### src/rtl/coded_tx_ctrl.sv
// coded_tx_ctrl: packet sequencer in front of the LE Coded TX FEC encoder.
// Inserts CI + TERM1 after the access address and TERM2 after the CRC;
// drives restart/bypass/coding_indicator; uncoded packets run in bypass.
// Ports: aclk, areset (sync, active-high); start/phy_coded/ci_cfg request;
//   busy/done/err status; in_t* upstream bit stream; enc_restart,
//   enc_bypass, enc_ci and enc_t* encoder stream.
// Optional macro CODED_TX_CTRL_STATS_EN adds pkt_cnt[15:0], err_cnt[7:0].
module coded_tx_ctrl #(
    parameter int AA_BITS   = 32,
    parameter int TERM_BITS = 3
) (
    input  logic        aclk,
    input  logic        areset,
    input  logic        start,
    input  logic        phy_coded,
    input  logic [1:0]  ci_cfg,
    output logic        busy,
    output logic        done,
    output logic        err,
    input  logic        in_tdata,
    input  logic        in_tvalid,
    output logic        in_tready,
    input  logic        in_tlast,
    output logic        enc_restart,
    output logic        enc_bypass,
    output logic [1:0]  enc_ci,
    output logic        enc_tdata,
    output logic        enc_tvalid,
    input  logic        enc_tready,
    output logic        enc_tlast
`ifdef CODED_TX_CTRL_STATS_EN
    ,
    output logic [15:0] pkt_cnt,
    output logic [7:0]  err_cnt
`endif
);

    localparam int MAXB = (AA_BITS > TERM_BITS) ? AA_BITS : TERM_BITS;
    localparam int CW   = $clog2(MAXB + 1);
    localparam logic [CW-1:0] AA_LAST   = CW'(AA_BITS - 1);
    localparam logic [CW-1:0] TERM_LAST = CW'(TERM_BITS - 1);
    localparam logic [CW-1:0] CI_LAST   = CW'(1);

    typedef enum logic [2:0] {
        IDLE, PASS, AA, CI, TERM1, PDU, TERM2
    } state_t;

    state_t        state_q, state_d;
    logic [CW-1:0] cnt_q;
    logic [1:0]    ci_q;
    // coding indicator used during TERM2; S8 when the packet ended in AA
    logic [1:0]    term_ci_q;
    logic          done_q, err_q;
    logic          done_d, err_d, moved;

    assign busy = (state_q != IDLE);
    assign done = done_q;
    assign err  = err_q;

    always_comb begin
        state_d     = state_q;
        done_d      = 1'b0;
        err_d       = 1'b0;
        moved       = 1'b0;
        in_tready   = 1'b0;
        enc_tvalid  = 1'b0;
        enc_tdata   = 1'b0;
        enc_tlast   = 1'b0;
        enc_restart = 1'b0;
        enc_bypass  = 1'b0;
        enc_ci      = 2'd0;
        unique case (state_q)
            IDLE: begin
                if (start) begin
                    enc_restart = 1'b1;
                    state_d     = phy_coded ? AA : PASS;
                end
            end
            PASS: begin
                enc_bypass = 1'b1;
                enc_tvalid = in_tvalid;
                enc_tdata  = in_tdata;
                enc_tlast  = in_tlast;
                in_tready  = enc_tready;
                moved      = in_tvalid & enc_tready;
                if (moved && in_tlast) begin
                    done_d  = 1'b1;
                    state_d = IDLE;
                end
            end
            AA: begin
                enc_tvalid = in_tvalid;
                enc_tdata  = in_tdata;
                in_tready  = enc_tready;
                moved      = in_tvalid & enc_tready;
                if (moved) begin
                    if (in_tlast) begin
                        err_d   = 1'b1;
                        state_d = TERM2;
                    end else if (cnt_q == AA_LAST) begin
                        state_d = CI;
                    end
                end
            end
            CI: begin
                enc_tvalid = 1'b1;
                enc_tdata  = ci_q[cnt_q[0]];
                moved      = enc_tready;
                if (moved && cnt_q == CI_LAST)
                    state_d = TERM1;
            end
            TERM1: begin
                enc_tvalid = 1'b1;
                moved      = enc_tready;
                if (moved && cnt_q == TERM_LAST)
                    state_d = PDU;
            end
            PDU: begin
                enc_ci     = ci_q;
                enc_tvalid = in_tvalid;
                enc_tdata  = in_tdata;
                in_tready  = enc_tready;
                moved      = in_tvalid & enc_tready;
                if (moved && in_tlast)
                    state_d = TERM2;
            end
            TERM2: begin
                enc_ci     = term_ci_q;
                enc_tvalid = 1'b1;
                enc_tlast  = (cnt_q == TERM_LAST);
                moved      = enc_tready;
                if (moved && cnt_q == TERM_LAST) begin
                    done_d  = 1'b1;
                    state_d = IDLE;
                end
            end
            default: state_d = IDLE;
        endcase
    end

    always_ff @(posedge aclk) begin
        if (areset) begin
            state_q   <= IDLE;
            cnt_q     <= '0;
            ci_q      <= 2'd0;
            term_ci_q <= 2'd0;
            done_q    <= 1'b0;
            err_q     <= 1'b0;
        end else begin
            state_q <= state_d;
            done_q  <= done_d;
            err_q   <= err_d;
            if (state_d != state_q)
                cnt_q <= '0;
            else if (moved)
                cnt_q <= cnt_q + 1'b1;
            if (state_q == IDLE && start) begin
                ci_q      <= ci_cfg;
                term_ci_q <= ci_cfg;
            end
            if (err_d)
                term_ci_q <= 2'd0;
        end
    end

`ifdef CODED_TX_CTRL_STATS_EN
    always_ff @(posedge aclk) begin
        if (areset) begin
            pkt_cnt <= '0;
            err_cnt <= '0;
        end else begin
            if (done_q && pkt_cnt != '1)
                pkt_cnt <= pkt_cnt + 1'b1;
            if (err_q && err_cnt != '1)
                err_cnt <= err_cnt + 1'b1;
        end
    end
`endif

endmodule

### config.mk
export PLATFORM = sky130hd
export DESIGN_NAME = coded_tx_ctrl
export DESIGN_NICKNAME = d
export VERILOG_FILES = /design/src/rtl/coded_tx_ctrl.sv
export SDC_FILE = /design/constraint.sdc
export NUM_CORES = 1
export LEC_CHECK = 0
export CORE_MARGIN = 2
export CORE_UTILIZATION = 40
export CTS_CLUSTER_SIZE = 40
export DETAILED_ROUTE_END_ITERATION = 16
export PLACE_DENSITY = 0.75
export SYNTH_ARGS = -nofsm -noshare
export SYNTH_HDL_FRONTEND = slang
export SYNTH_SLANG_ARGS = --single-unit
export TNS_END_PERCENT = 50
### constraint.sdc
create_clock -name aclk -period 3 [get_ports aclk]
set_clock_uncertainty 0.2 [all_clocks]
set_input_delay 0.6 -clock aclk [delete_from_list [all_inputs] [get_ports aclk]]
set_output_delay 0.6 -clock aclk [all_outputs]
set_load 0.01 [all_outputs]
==> reports/qor.txt, run 1 <==
Met3 routed WL: 95 um
Flop pwr share: 0.375
Fin Setup TNS: 0 ns
CTS Buf Count: 3
Overflow after GRT: 0
DR pass1 iterations: 4
I/O pins: 21
Clock power share: 0.185
CP required: 2.20 ns
Final Wtd Congestion: 0.890
Drt via density: 5.68
Crit path DAT: 2.07 ns
Max Buffers Root-to-Sink: 2
Vias in the first global route: 883
Final setup viols: 0
Comb pwr share: 0.440
H-tree depth: 1
Synth area leader: dfxtp_1
Dpl ws: 0.0436 ns
Final clock period utilization by the worst path: 0.958
Path type of the worst setup path: flip-flop to output port
Most used DFF post-synth: dfxtp_1
Hold Crit Class: flip-flop to flip-flop
Die area: 2910 um2
First-pass GRT wire length: 3750 um
Slew headroom: 0.709
Dpl cell area: 1240 um2
Via Count: 1,017
Metal-1 WL: 1150 um
Initial core utilization: 0.411
Syn_nets: 137
CTS Hold Buffers Added: 0
Cell variety after synth: 46
Sw Ratio: 0.378
Met2 routed WL: 1060 um
Initial antenna violation count: 0
Setup crit start kind: flip-flop
Inserted Diodes: 0
Max_cap viols: 0
Post-CTS setup buffer count: 0
Synth Register Bits: 15
Slew @ Worst Pin: 0.437 ns
CTS tree: built
Hold Fails Final Rpt: 0
Fin nets: 163
Max-slew violations: 0
Clock transition at the registers of the reported paths: 0.10 ns
GR Util All Layers: 0.176
Hold depth: 2
Peak supply drop: 0.338 mV
Status: completed
Top Layer Used: met4
Synth Area per Inst: 8.06 um2
Port Buf Inserts: 20
Post-synth EDFFs: 0
Sequential share of the synthesized area: 0.300
Area contributors post-synth: dfxtp_1, nor2_1, nand2_1
Clk_lat worst skew: 0.29 ns
Leak pwr: 0.487 nW
Top-area cell type share of the netlist area: 0.300
Fmax: 348 MHz
Initial DRC Count: 24
Worst setup margin: 0.125 ns
Post-Layout Inst Area: 1270 um2
Syn Std Cell Area: 1000 um2
Final core utilization: 0.524
Share of cells above drive strength 1: 0.154
Critical path fanouts, max: 6
Num Clock Sinks: 15
Total Power: 0.000654 W
Root Buffer: clkbuf_4
P&R area growth vs syn: 27.4%
HPWL after DPL: 1790 um
Routed Antenna Nets: 0
DIE WIDTH: 54.0 um
Post-synthesis cell count: 124
Die H: 54.0 um
Share of flip-flops with an asynchronous set or reset: 0
Row count: 18
Critical Path End Type: output port
RSZ-0062 raised after global routing: false
Largest net degree at the start of global routing: 14
WL final: 2350 um
DRC viols: 0
Total core area: 2430 um2
Internal power: 0.000407 W
Wirelength per Cell: 13.2 um
Min Tclk post-route: 2.87 ns
Pwr per Cell Area: 513 nW/um2
Psw: 0.000247 W
Warning count from the yosys run: 0
Reg2reg path depth: 6
[critical path: stages, from the launching register on]
cell and delay (ns):
dfxtp_1 0.46, inv_1 0.14, nor2_1 0.24, nand2_1 0.11, o21ai_0 0.25, clkdlybuf4s50_1 0.60
[flip-flops by register name, indices dropped and copies added, names as in the netlist]
register and flops:
done 1, state_q 3, err 1, ci_q 2
cnt_q 6, term_ci_q 2
[timing repair]
action                                  4_1_cts  5_1_grt
gates resized for setup                       0        1
endpoints found under the setup margin        0        1
hold endpoints to repair                      0        0
[cell usage in the layout, fill, tap and decap left out, drive strengths merged, types with 3 or more instances in the layout]
| master | instances |
|---|---|
| xor2 | 3 |
| clkbuf | 3 |
| nand2 | 14 |
| nand2b | 3 |
| nand3 | 6 |
| clkdlybuf4s50 | 19 |
| a21oi | 9 |
| a22oi | 3 |
| dfxtp | 15 |
| nor2 | 17 |
| o21ai | 4 |
| buf | 8 |
| ha | 3 |
| inv | 6 |
[per-layer routing]
| layer | up-vias | GRT usage |
|---|---|---|
| li1 | 497 | - |
| met1 | 486 | 0.239 |
| met2 | 30 | 0.274 |
| met3 | 4 | 0.0167 |
| met4 | 0 | 0.0917 |
| met5 | - | 0 |
[power groups by stage]
stage                     Clock, W  Sequential [W]  Combinational [W]
after detailed placement         0        0.000250           0.000286
after global routing      0.000128        0.000248           0.000315
final                     0.000121        0.000245           0.000287
after CTS                 0.000123        0.000245           0.000288
after floorplan                  0        0.000236           0.000198
after global placement           0        0.000248           0.000282
[path summary, 6_finish.rpt]
| check | from | to | slack, ns |
|---|---|---|---|
| worst min-delay path | term_ci_q[1] | term_ci_q[1] | 0.27 |
| worst max-delay path | state_q[1] | enc_tlast | 0.13 |
| worst max register to register | state_q[1] | cnt_q[5] | 0.85 |
| worst min register to register | term_ci_q[1] | term_ci_q[1] | 0.27 |
[layout make-up]
class                   instances  area, um2
clock buffers                   3       22.5
clock inverters                 1       5.00
fillers                       240       1160
inverters                       6       22.5
multi-input cells              96        623
flip-flops and latches         15        300
well taps                      30       37.5
repair buffers                 28        263
[synth_stat cells (2+ instances only)]
| library cell | number |
|---|---|
| a31oi_1 | 2 |
| o21ai_0 | 4 |
| ha_1 | 3 |
| xor2_1 | 3 |
| and3_1 | 2 |
| a31o_2 | 2 |
| buf_6 | 2 |
| or4b_1 | 2 |
| a221oi_1 | 2 |
| nor2_1 | 17 |
| a21o_1 | 2 |
| nand2b_1 | 2 |
| nand4_1 | 2 |
| nand3_1 | 5 |
| dfxtp_1 | 15 |
| inv_1 | 5 |
| a22oi_1 | 3 |
| clkbuf_1 | 2 |
| nand2_1 | 14 |
| nor3_1 | 2 |
| a21oi_1 | 8 |
[logic make-up (layout without fill, tap and decap cells)]
group                    Yosys count  in the layout  share of synthesized area
adder cells (fa/ha/maj)            3              3                     0.0376
multiplexers                       1              1                     0.0100
AND/OR/NAND/NOR                   56             56                      0.294
AO/OA/AOI/OAI                     32             32                      0.247
flip-flops                        15             15                      0.300
XOR/XNOR                           4              4                     0.0351
buffers and inverters             13             38                     0.0763
[metrics by stage]
stage / hold slack, ns / cells
after floorplan: 0.234 / 124
after global placement: 0.248 / 175
after detailed placement: 0.259 / 175
after CTS: 0.274 / 179
after global routing: 0.302 / 179
final: 0.269 / 179
Power figures use the tool's default switching activity.
==> inputs of run 2 (changes only) <==
--- a/config.mk
+++ b/config.mk
@@ -7,6 +7,7 @@
 export LEC_CHECK = 0
 export CORE_MARGIN = 2
 export CORE_UTILIZATION = 40
+export CTS_CLUSTER_DIAMETER = 100
 export CTS_CLUSTER_SIZE = 40
 export DETAILED_ROUTE_END_ITERATION = 16
 export PLACE_DENSITY = 0.75
==> results of run 2 <==
Final layout, timing and power as in run 1 (identical DEF).
==> inputs of run 3 (changes only) <==
--- a/config.mk
+++ b/config.mk
@@ -8,7 +8,7 @@
 export CORE_MARGIN = 2
 export CORE_UTILIZATION = 40
 export CTS_CLUSTER_DIAMETER = 100
-export CTS_CLUSTER_SIZE = 40
+export CTS_CLUSTER_SIZE = 24
 export DETAILED_ROUTE_END_ITERATION = 16
 export PLACE_DENSITY = 0.75
 export SYNTH_ARGS = -nofsm -noshare
==> results of run 3 <==
Final layout, timing and power as in run 1 (identical DEF).
